[src/rtl/ram16384x32_ctrl.sv]
// Two-requester round-robin controller for a RAM16384X32 1RW macro with sleep management.
// Macro pins are registered; read data returns two cycles after the grant.
module ram16384x32_ctrl #(
  parameter int unsigned IDLE_CYCLES = 64,
  parameter int unsigned WAKE_CYCLES = 4,
  parameter logic [5:0]  FO_VALUE    = 6'h00
) (
  input  logic        clk_i,
  input  logic        rst_i,
  input  logic        req0_i,
  input  logic        we0_i,
  input  logic [13:0] addr0_i,
  input  logic [31:0] wdata0_i,
  input  logic [3:0]  be0_i,
  output logic        gnt0_o,
  output logic        rvalid0_o,
  output logic [31:0] rdata0_o,
  input  logic        req1_i,
  input  logic        we1_i,
  input  logic [13:0] addr1_i,
  input  logic [31:0] wdata1_i,
  input  logic [3:0]  be1_i,
  output logic        gnt1_o,
  output logic        rvalid1_o,
  output logic [31:0] rdata1_o,
  input  logic        sleep_req_i,
  output logic        awake_o,
  input  logic [31:0] ram_a_i,
  output logic [31:0] ram_i_o,
  output logic [13:0] ram_ia_o,
  output logic [31:0] ram_dm_o,
  output logic        ram_ce_o,
  output logic        ram_we_o,
  output logic        ram_slp_o,
  output logic [5:0]  ram_fo_o
);

  localparam logic [1:0] ST_SLEEP  = 2'd0;
  localparam logic [1:0] ST_WAKE   = 2'd1;
  localparam logic [1:0] ST_ACTIVE = 2'd2;

  localparam int unsigned IDLE_W = (IDLE_CYCLES < 1) ? 1 : $clog2(IDLE_CYCLES + 1);
  localparam int unsigned WAKE_W = (WAKE_CYCLES < 2) ? 1 : $clog2(WAKE_CYCLES);
  localparam logic [IDLE_W-1:0] IDLE_MAX   = IDLE_W'(IDLE_CYCLES);
  localparam logic [WAKE_W-1:0] WAKE_LAST  = WAKE_W'(WAKE_CYCLES - 1);
  localparam bit                AUTO_SLEEP = (IDLE_CYCLES != 0);

  logic [1:0]        state_q, state_d;
  logic [WAKE_W-1:0] wake_cnt_q, wake_cnt_d;
  logic [IDLE_W-1:0] idle_cnt_q, idle_cnt_d;
  logic              last_q, last_d;
  logic              acc1_q;
  logic [1:0]        rd1_q, rd1_d, rd2_q;
  logic              slp_q, slp_d;
  logic              ce_q, ce_d, we_q, we_d;
  logic [13:0]       ia_q, ia_d;
  logic [31:0]       i_q, i_d, dm_q, dm_d;

  logic        grant_ok, gnt0, gnt1, gnt_any, any_req, inflight;
  logic        sel_we;
  logic [13:0] sel_addr;
  logic [31:0] sel_wdata;
  logic [3:0]  sel_be;

  // last_q high means requester 1 was granted most recently, so requester 0 wins a tie
  assign grant_ok = (state_q == ST_ACTIVE) && !sleep_req_i;
  assign gnt0     = grant_ok && req0_i && (!req1_i || last_q);
  assign gnt1     = grant_ok && req1_i && (!req0_i || !last_q);
  assign gnt_any  = gnt0 || gnt1;
  assign any_req  = req0_i || req1_i;
  assign inflight = gnt_any || acc1_q || (|rd2_q);

  assign sel_we    = gnt1 ? we1_i    : we0_i;
  assign sel_addr  = gnt1 ? addr1_i  : addr0_i;
  assign sel_wdata = gnt1 ? wdata1_i : wdata0_i;
  assign sel_be    = gnt1 ? be1_i    : be0_i;

  always_comb begin
    state_d    = state_q;
    wake_cnt_d = wake_cnt_q;
    idle_cnt_d = '0;
    case (state_q)
      ST_SLEEP: begin
        wake_cnt_d = '0;
        if (any_req && !sleep_req_i) state_d = ST_WAKE;
      end
      ST_WAKE: begin
        if (sleep_req_i) begin
          state_d    = ST_SLEEP;
          wake_cnt_d = '0;
        end else if (wake_cnt_q == WAKE_LAST) begin
          state_d = ST_ACTIVE;
        end else begin
          wake_cnt_d = wake_cnt_q + 1'b1;
        end
      end
      ST_ACTIVE: begin
        if (any_req || inflight)       idle_cnt_d = '0;
        else if (idle_cnt_q != IDLE_MAX) idle_cnt_d = idle_cnt_q + 1'b1;
        else                           idle_cnt_d = idle_cnt_q;
        if (!inflight && (sleep_req_i || (AUTO_SLEEP && idle_cnt_d == IDLE_MAX)))
          state_d = ST_SLEEP;
      end
      default: state_d = ST_SLEEP;
    endcase
  end

  always_comb begin
    last_d = last_q;
    ce_d   = 1'b1;
    we_d   = we_q;
    ia_d   = ia_q;
    i_d    = i_q;
    dm_d   = dm_q;
    rd1_d  = {gnt1 && !we1_i, gnt0 && !we0_i};
    slp_d  = (state_d != ST_SLEEP);
    if (gnt_any) begin
      last_d = gnt1;
      ce_d   = 1'b0;
      we_d   = !sel_we;
      ia_d   = sel_addr;
      i_d    = sel_wdata;
      dm_d   = sel_we ? ~{{8{sel_be[3]}}, {8{sel_be[2]}}, {8{sel_be[1]}}, {8{sel_be[0]}}} : 32'h0;
    end
  end

  always_ff @(posedge clk_i or posedge rst_i) begin
    if (rst_i) begin
      state_q    <= ST_SLEEP;
      wake_cnt_q <= '0;
      idle_cnt_q <= '0;
      last_q     <= 1'b1;
      acc1_q     <= 1'b0;
      rd1_q      <= 2'b00;
      rd2_q      <= 2'b00;
      slp_q      <= 1'b0;
      ce_q       <= 1'b1;
      we_q       <= 1'b1;
      ia_q       <= '0;
      i_q        <= '0;
      dm_q       <= '1;
    end else begin
      state_q    <= state_d;
      wake_cnt_q <= wake_cnt_d;
      idle_cnt_q <= idle_cnt_d;
      last_q     <= last_d;
      acc1_q     <= gnt_any;
      rd1_q      <= rd1_d;
      rd2_q      <= rd1_q;
      slp_q      <= slp_d;
      ce_q       <= ce_d;
      we_q       <= we_d;
      ia_q       <= ia_d;
      i_q        <= i_d;
      dm_q       <= dm_d;
    end
  end

  assign gnt0_o    = gnt0;
  assign gnt1_o    = gnt1;
  assign rvalid0_o = rd2_q[0];
  assign rvalid1_o = rd2_q[1];
  assign rdata0_o  = rd2_q[0] ? ram_a_i : 32'h0;
  assign rdata1_o  = rd2_q[1] ? ram_a_i : 32'h0;
  assign awake_o   = (state_q == ST_ACTIVE);
  assign ram_ce_o  = ce_q;
  assign ram_we_o  = we_q;
  assign ram_ia_o  = ia_q;
  assign ram_i_o   = i_q;
  assign ram_dm_o  = dm_q;
  assign ram_slp_o = slp_q;
  assign ram_fo_o  = FO_VALUE;

endmodule

[config.mk]
export PLATFORM = sky130hd
export DESIGN_NAME = ram16384x32_ctrl
export DESIGN_NICKNAME = d
export VERILOG_FILES = /design/src/rtl/ram16384x32_ctrl.sv
export SDC_FILE = /design/constraint.sdc
export NUM_CORES = 1
export LEC_CHECK = 0
export ABC_AREA = 1
export CORE_AREA = 2 2 113 115
export DETAILED_ROUTE_END_ITERATION = 8
export DIE_AREA = 0 0 115 117
export PLACE_DENSITY = 0.77
export SLEW_MARGIN = 25
export SYNTH_ARGS = -nofsm -noshare
export SYNTH_HDL_FRONTEND = slang
export SYNTH_SLANG_ARGS = --single-unit
export TNS_END_PERCENT = 5
[constraint.sdc]
create_clock -name clk_i -period 2.8 [get_ports clk_i]
set_input_delay 0.28 -clock clk_i [delete_from_list [all_inputs] [get_ports clk_i]]
set_output_delay 0.28 -clock clk_i [all_outputs]
set_load 0.01 [all_outputs]
==> results by group, run 1 <==
Clocking
  – Worst-path clk slew: 0.05 ns
  – TritonCTS clock tree: yes
  – H-tree lvl count: 3
  – Hold Buf Count CTS: 0
  – Clk buf depth: 2
  – Post-CTS sizing: 0
  – Num CTS Buffers: 9
  – CTS Sinks: 70
  – Post-CTS setup buffers: 0
  – Clk_lat worst skew: 0.33 ns
  – CTS root buf: clkbuf_16

Timing
  – Setup WS post-layout: 0.496 ns
  – Hold Vio Cnt, Final: 0
  – WHS: 0.346 ns
  – RSZ-0062 raised after global routing: false
  – Final Cycle Share: 82.3%
  – FMAX: 434 MHz
  – TNS Setup: 0 ns
  – Worst slew pin tran: 0.856 ns
  – Final critical-path required period: 2.30 ns
  – Final clock skew: 0.00716 ns
  – Slew Viols, Final: 0
  – Final setup viols: 0
  – Slew headroom: 42.8%

Min path
  – Hold Crit Start: rd1_q[0]$_DFF_PP0_
  – Worst hold path class: flop to flop
  – Worst Hold End: rd2_q[0]$_DFF_PP0_
  – WHS Path Cells: 0

Setup path
  – Worst-path cell chain: buf_4 > nand2_1 > inv_1 > clkdlybuf4s50_1
  – Crit-path max cell delay: 0.68 ns
  – Startpoint Class: flop
  – CP Max Fanout: 18
  – Slowest-stage cell, CP: dfrtp_1
  – Setup crit end kind: output pin
  – Reg-to-reg endpoint: ram_ia_o[11]$_DFFE_PP0P_
  – CP required: 2.52 ns
  – R2R cell count: 6
  – Critical path's top delay family: buffers and inverters
  – Setup Crit Path Kind: flop to output pin
  – Worst r2r src: last_q$_DFFE_PP1P_
  – Worst R2R Setup Slack: 0.71 ns
  – Worst path bufs/invs: 3
  – Critical Path AT: 2.02 ns

Finish
  – Ant. Diodes: 0
  – Final #Nets: 959
  – Area delta synth->final: 74.0%
  – Share of cells above drive strength 1: 6.20%
  – # fillers: 1153

Global routing
  – GRT Residual Overflow: 0
  – Via count of the first global-routing pass: 4164
  – Initial antenna violation count: 0
  – First-pass GRT wire length: 21.6 mm
  – Aggregate global-route resource usage: 20.7%
  – Largest net degree at the start of global routing: 52

Power and ir drop
  – Pwr per Cell Area: 490 mW/mm²
  – Sw frac: 27.1%
  – Comb pwr share: 30.5%
  – Peak VDD IR: 299 µV
  – P_int: 2.54 mW
  – Clk pwr share: 31.1%
  – P_sw: 0.941 mW
  – Pleak: 3.43 nW
  – Seq pwr share: 38.4%

Place
  – I/O Buffers: 288
  – DP Worst Slack: 0.339 ns
  – RD Place Congestion: 0.868
  – Detailed placer's ending HPWL: 10.9 mm

Floorplanning
  – Die Area: 0.0135 mm²
  – # rows: 41
  – Die height: 117 µm
  – Die width: 115 µm
  – IO Pins: 295
  – Initial Util: 33.1%
  – Area of the core: 0.0123 mm²

Routing
  – Vias: 4420
  – Final wirelength: 14.2 mm
  – Initial DRC Count: 179
  – DRT Pass-1 Iters: 4
  – Final ANT Viol Nets: 0
  – DRC Markers: 0
  – DR vias/cell: 4.55
  – WL/cell: 14.6 µm

Synth
  – Synthesized area: 0.00408 mm²
  – Cell count after synthesis: 569
  – Distinct cells, synth: 30
  – Biggest area consumer among synthesized cells: dfrtp_1
  – Syn Area/Cell: 7.17 µm²
  – Synth top area share: 38.7%
  – YS warnings: 0
  – Synth area leaders: dfrtp_1 (39%), nand2_1 (14%), inv_1 (7.7%), buf_4 (6.4%), nor2_1 (6.1%)
  – Sequential area share after synthesis: 43.2%
  – Synthesized flop and latch total: 70

Job
  – MaxCap Viol Count: 0

Outcome
  – Outcome: complete, no violations
[flip-flops by register name, indices dropped and copies added, names as in the netlist]
| name | count |
|---|---|
| acc1_q | 1 |
| ram_slp_o | 1 |
| ram_ce_o | 1 |
| ram_i_o | 32 |
| idle_cnt_q | 7 |
| rd1_q | 2 |
| ram_ia_o | 14 |
| wake_cnt_q | 2 |
| last_q | 1 |
| ram_we_o | 1 |
| state_q | 2 |
| ram_dm_o | 4 |
| rd2_q | 2 |
[routing by layer]
metal | vias up | global-route usage (%) | routed length [µm]
li1 | 2197 | - | -
met1 | 2019 | 24.1 | 5580
met2 | 184 | 36.5 | 7160
met3 | 20 | 6.13 | 1200
met4 | 0 | 7.31 | 292
met5 | - | 0 | 0
[Yosys cell counts]
cell and n:
a21oi_1 6, a31oi_1 1, a32o_1 1, buf_2 12, buf_4 35, buf_6 1, buf_8 1, clkbuf_1 12
clkbuf_2 1, conb_1 1, dfrtp_1 63, dfstp_2 7, ha_1 3, inv_1 84, inv_2 3, nand2_1 148
nand2_2 4, nand2_4 2, nand3_1 7, nand3_2 1, nand4_1 4, nor2_1 66, nor2_2 2, nor2_4 1
nor3_1 2, o21a_1 1, o21ai_0 43, o21ai_1 46, o21ai_2 10, o41ai_1 1
[area by class of cell]
| cell class | instances | area [µm²] | area share (%) |
|---|---|---|---|
| clock inverters | 1 | 5.00 | 0.0705 |
| inverters | 87 | 327 | 4.60 |
| clock buffers | 15 | 278 | 3.91 |
| repair buffers | 294 | 2930 | 41.3 |
| flip-flops and latches | 70 | 1760 | 24.8 |
| well taps | 150 | 188 | 2.64 |
| multi-input cells | 355 | 1610 | 22.7 |
[kinds of logic after synthesis]
group	share of synthesized area (%)
buffers and inverters	17.8
and+or+nand+nor	23.4
AOI/OAI and AO/OA	14.6
adders and majority gates	0.921
DFF	43.2
other	0.0920
[stage by stage]
step	power (mW)	util [%]	cell area, µm²	instances
after global placement	2.40	55.3	6810	956
after detailed placement	2.42	55.3	6810	956
final	3.48	57.6	7100	972
after CTS	3.51	57.6	7100	972
after floorplan	1.76	-	4100	574
after global routing	3.65	57.6	7100	972
[power groups by stage]
stage	Clock, mW	Combinational [mW]	Sequential, mW
6_report	1.08	1.06	1.34
5_1_grt	1.14	1.15	1.36
4_1_cts	1.10	1.07	1.34
3_5_place_dp	0	1.07	1.35
3_3_place_gp	0	1.06	1.34
2_1_floorplan	0	0.348	1.41
[cells in the final DEF, fill, tap and decap left out, drive strengths merged]
master,count
clkbuf,15
a32o,1
o21ai,99
nor3,2
nor2,69
clkinv,1
dfstp,7
a21oi,6
o41ai,1
conb,6
inv,87
buf,6
clkdlybuf4s50,288
o21a,1
ha,3
nand3,8
a31oi,1
nand4,4
dfrtp,63
nand2,154
[worst max path at each step]
stage                         endpoint  cells after the start               start
5_1_grt                   rdata1_o[15]                      4  rd2_q[1]$_DFF_PP0_
6_report                  rdata1_o[15]                      4  rd2_q[1]$_DFF_PP0_
4_1_cts                   rdata0_o[10]                      3  rd2_q[0]$_DFF_PP0_
3_5_place_dp   ram_dm_o[7]$_DFFE_PP1P_                     10              req1_i
2_1_floorplan         acc1_q$_DFF_PP0_                      1               rst_i
3_3_place_gp   ram_dm_o[7]$_DFFE_PP1P_                     10              req1_i
Note: power is estimated with default switching activity, not from simulation.
==> inputs of run 2 (changes only) <==
Settings changed: CORE_AREA 2 2 113 115 to unset, CORE_UTILIZATION set to 32, DIE_AREA 0 0 115 117 to unset.
Clock period 2.8 ns to 2.02 ns, I/O delays scaled along.
==> run 2 against run 1 <==
  * Global-route usage fell by 0.22 points
  * Clock power is 31% higher
  * Non-clock buffer count is 8 higher
  * Power rose by 36%
  * First-iteration DRC count increased by 20%
  * Critical path depth increased by 2
  * Design area grew 1.8%
  * Worst hold slack worse by 0.073 ns
  * Final cell count rose by 2.7%
  * Flip-flop and latch count unchanged
  * Critical path type unchanged
==> results by group, run 2 (same netlist as run 1, synthesis figures left out) <==
Outcome
  – Outcome: complete, no violations (unchanged)

Finish
  – Post-route cell area: 0.00722 mm² (was 0.00710 mm²)
  – Commonest non-fill, non-tap cell in the layout: clkdlybuf4s50_1 (unchanged)
  – Register area: 0.00176 mm² (about the same)
  – Multi-input gate area: 0.00161 mm² (unchanged)
  – Max reg flops: 32 (unchanged)
  – Ant. Diodes: 0 (unchanged)
  – Most frequent cells in the layout: clkdlybuf4s50_1 (288), nand2_1 (148), inv_1 (83), nor2_1 (66), dfrtp_1 (63) (was clkdlybuf4s50_1 (288), nand2_1 (148), inv_1 (83), nor2_1 (66), dfrtp_1 (62))
  – Final #Nets: 967 (was 959)
  – # fillers: 1143 (was 1153)
  – Area delta synth->final: 77.1% (was 74.0%)
  – Share of cells above drive strength 1: 6.87% (was 6.20%)

Global routing
  – Largest net degree at the start of global routing: 71 (was 52)
  – Met1 GRT Util: 21.6% (was 24.1%)
  – Initial antenna violation count: 0 (unchanged)
  – Aggregate global-route resource usage: 20.5% (was 20.7%)
  – First-pass GRT wire length: 20.8 mm (was 21.6 mm)
  – GR met3 Demand/Resource: 7.54% (was 6.13%)
  – Via count of the first global-routing pass: 4103 (was 4164)
  – GRT Max-Usage Layer: met2 (unchanged)
  – GRT met2 Usage: 38.0% (was 36.5%)
  – GRT Residual Overflow: 0 (unchanged)

Timing
  – Final Cycle Share: 95.5%
  – TNS Setup: 0 ns (unchanged)
  – Final critical-path required period: 1.93 ns
  – Setup WS post-layout: 0.0911 ns (was 0.496 ns)
  – FMAX: 518 MHz
  – Final clock skew: 0.00469 ns (was 0.00716 ns)
  – Final setup viols: 0 (unchanged)
  – Slew Viols, Final: 0 (unchanged)
  – Hold Vio Cnt, Final: 0 (unchanged)
  – RSZ-0062 raised after global routing: false (unchanged)

Clocking
  – Num CTS Buffers: 9 (unchanged)
  – Clk_lat worst skew: 0.32 ns (was 0.33 ns)
  – H-tree lvl count: 3 (unchanged)
  – CTS Sinks: 70 (unchanged)
  – Post-CTS sizing: 0 (unchanged)
  – Worst-path clk slew: 0.06 ns (was 0.05 ns)
  – Clk buf depth: 2 (unchanged)
  – CTS root buf: clkbuf_16 (unchanged)
  – TritonCTS clock tree: yes (unchanged)

Setup path
  – Crit-path max cell delay: 0.57 ns (was 0.68 ns)
  – Worst r2r src: idle_cnt_q[0]$_DFF_PP0_ (was last_q$_DFFE_PP1P_)
  – Setup Crit Path Kind: flop to output pin (unchanged)
  – Critical Path AT: 1.73 ns (was 2.02 ns)
  – Worst path bufs/invs: 3 (unchanged)
  – Setup crit end kind: output pin (unchanged)
  – CP Max Fanout: 4 (was 18)
  – Slowest-stage cell, CP: clkdlybuf4s50_1 (was dfrtp_1)
  – Startpoint Class: flop (unchanged)
  – Worst-path cell chain: inv_2 > nand2_2 > nor2_4 > nand2_4 > inv_2 > clkdlybuf4s50_1 (was buf_4 > nand2_1 > inv_1 > clkdlybuf4s50_1)
  – Most frequent CP cell: inv_2
  – Critical path's top delay family: buffers and inverters (unchanged)
  – CP required: 1.82 ns (was 2.52 ns)
  – Critical Path Source: state_q[0]$_DFF_PP0_ (was rd2_q[1]$_DFF_PP0_)
  – Worst R2R Setup Slack: 0.29 ns (was 0.71 ns)

Routing
  – Initial DRC Count: 214 (was 179)
  – Final wirelength: 13.8 mm (was 14.2 mm)
  – DR vias/cell: 4.40 (was 4.55)
  – DRT Pass-1 Iters: 4 (unchanged)
  – DRC Markers: 0 (unchanged)
  – WL/cell: 13.8 µm (was 14.6 µm)
  – Final ANT Viol Nets: 0 (unchanged)
  – Vias: 4387 (was 4420)

Power and ir drop
  – Peak VDD IR: 403 µV (was 299 µV)
  – Pleak: 3.48 nW (was 3.43 nW)
  – Power, Total: 4.73 mW (was 3.48 mW)
  – Pwr per Cell Area: 655 mW/mm² (was 490 mW/mm²)

Floorplanning
  – # rows: 40 (was 41)
  – Die width: 115 µm (about the same)
  – Initial Util: 33.4% (was 33.1%)
  – IO Pins: 295 (unchanged)
  – Area of the core: 0.0122 mm² (was 0.0123 mm²)
  – Die Area: 0.0132 mm² (was 0.0135 mm²)
  – Die height: 115 µm (was 117 µm)

Min path
  – Worst hold path class: primary input to async pin (was flop to flop)

Place
  – DP Area: 0.00694 mm² (was 0.00681 mm²)
  – DP Worst Slack: 0.0851 ns (was 0.339 ns)
  – RD Place Congestion: 0.827 (was 0.868)
  – Detailed placer's ending HPWL: 10.6 mm (was 10.9 mm)
  – I/O Buffers: 288 (unchanged)

Job
  – MaxCap Viol Count: 0 (unchanged)
[run 2: timing repair]
action / in CTS / in global routing
setup buffers: 0 / 2
setup endpoints to repair: 0 / 1
hold buffers: 0 / 0
[run 2: worst register-to-register path, delay by kind of cell (launching register included)]
family,cells,cell delay [ns]
fa+ha+maj,1,0.14
simple gates,10,0.85
buf+inv,2,0.18
flops,1,0.44
[run 2: area by class of cell]
| type | instances | share of cell area (%) |
|---|---|---|
| clock buffers | 14 | 3.52 |
| inverters | 87 | 4.52 |
| clock inverters | 2 | 0.139 |
| repair buffers | 302 | 42.2 |
| well taps | 168 | 2.91 |
| multi-input cells | 355 | 22.3 |
| flip-flops and latches | 70 | 24.4 |
[run 2: worst paths after layout]
kind | end | cells after the start
setup / recovery | gnt1_o | 6
hold reg to reg | rd2_q[0]$_DFF_PP0_ | 0
hold / removal | ram_ia_o[8]$_DFFE_PP0P_ | 3
setup reg to reg | ram_slp_o$_DFF_PP0_ | 13
min in group clk_i | rd2_q[0]$_DFF_PP0_ | 0
max in group asynchronous | last_q$_DFFE_PP1P_ | 3
[run 2: through the flow]
stage          hold WS, ns  cells  util [%]
2_1_floorplan        0.268    574         -
6_report             0.274    998      59.1
3_5_place_dp         0.336    980      56.9
3_3_place_gp         0.334    980      56.9
5_1_grt              0.303    998      59.1
4_1_cts              0.286    996      59.0
[run 2: power breakdown]
part / internal, mW / switching, mW / leakage (nW)
registers: 1.67 / 0.176 / 0.909
logic: 0.914 / 0.551 / 2.44
clock network: 0.862 / 0.550 / 0.131
total: 3.45 / 1.28 / 3.48
[run 2: metal layers]
layer / share of wire [%] / up-vias
met1: 38 / 1957
met4: 1.2 / 0
li1: - / 2215
met5: 0 / -
met3: 9.9 / 13
met2: 51 / 202
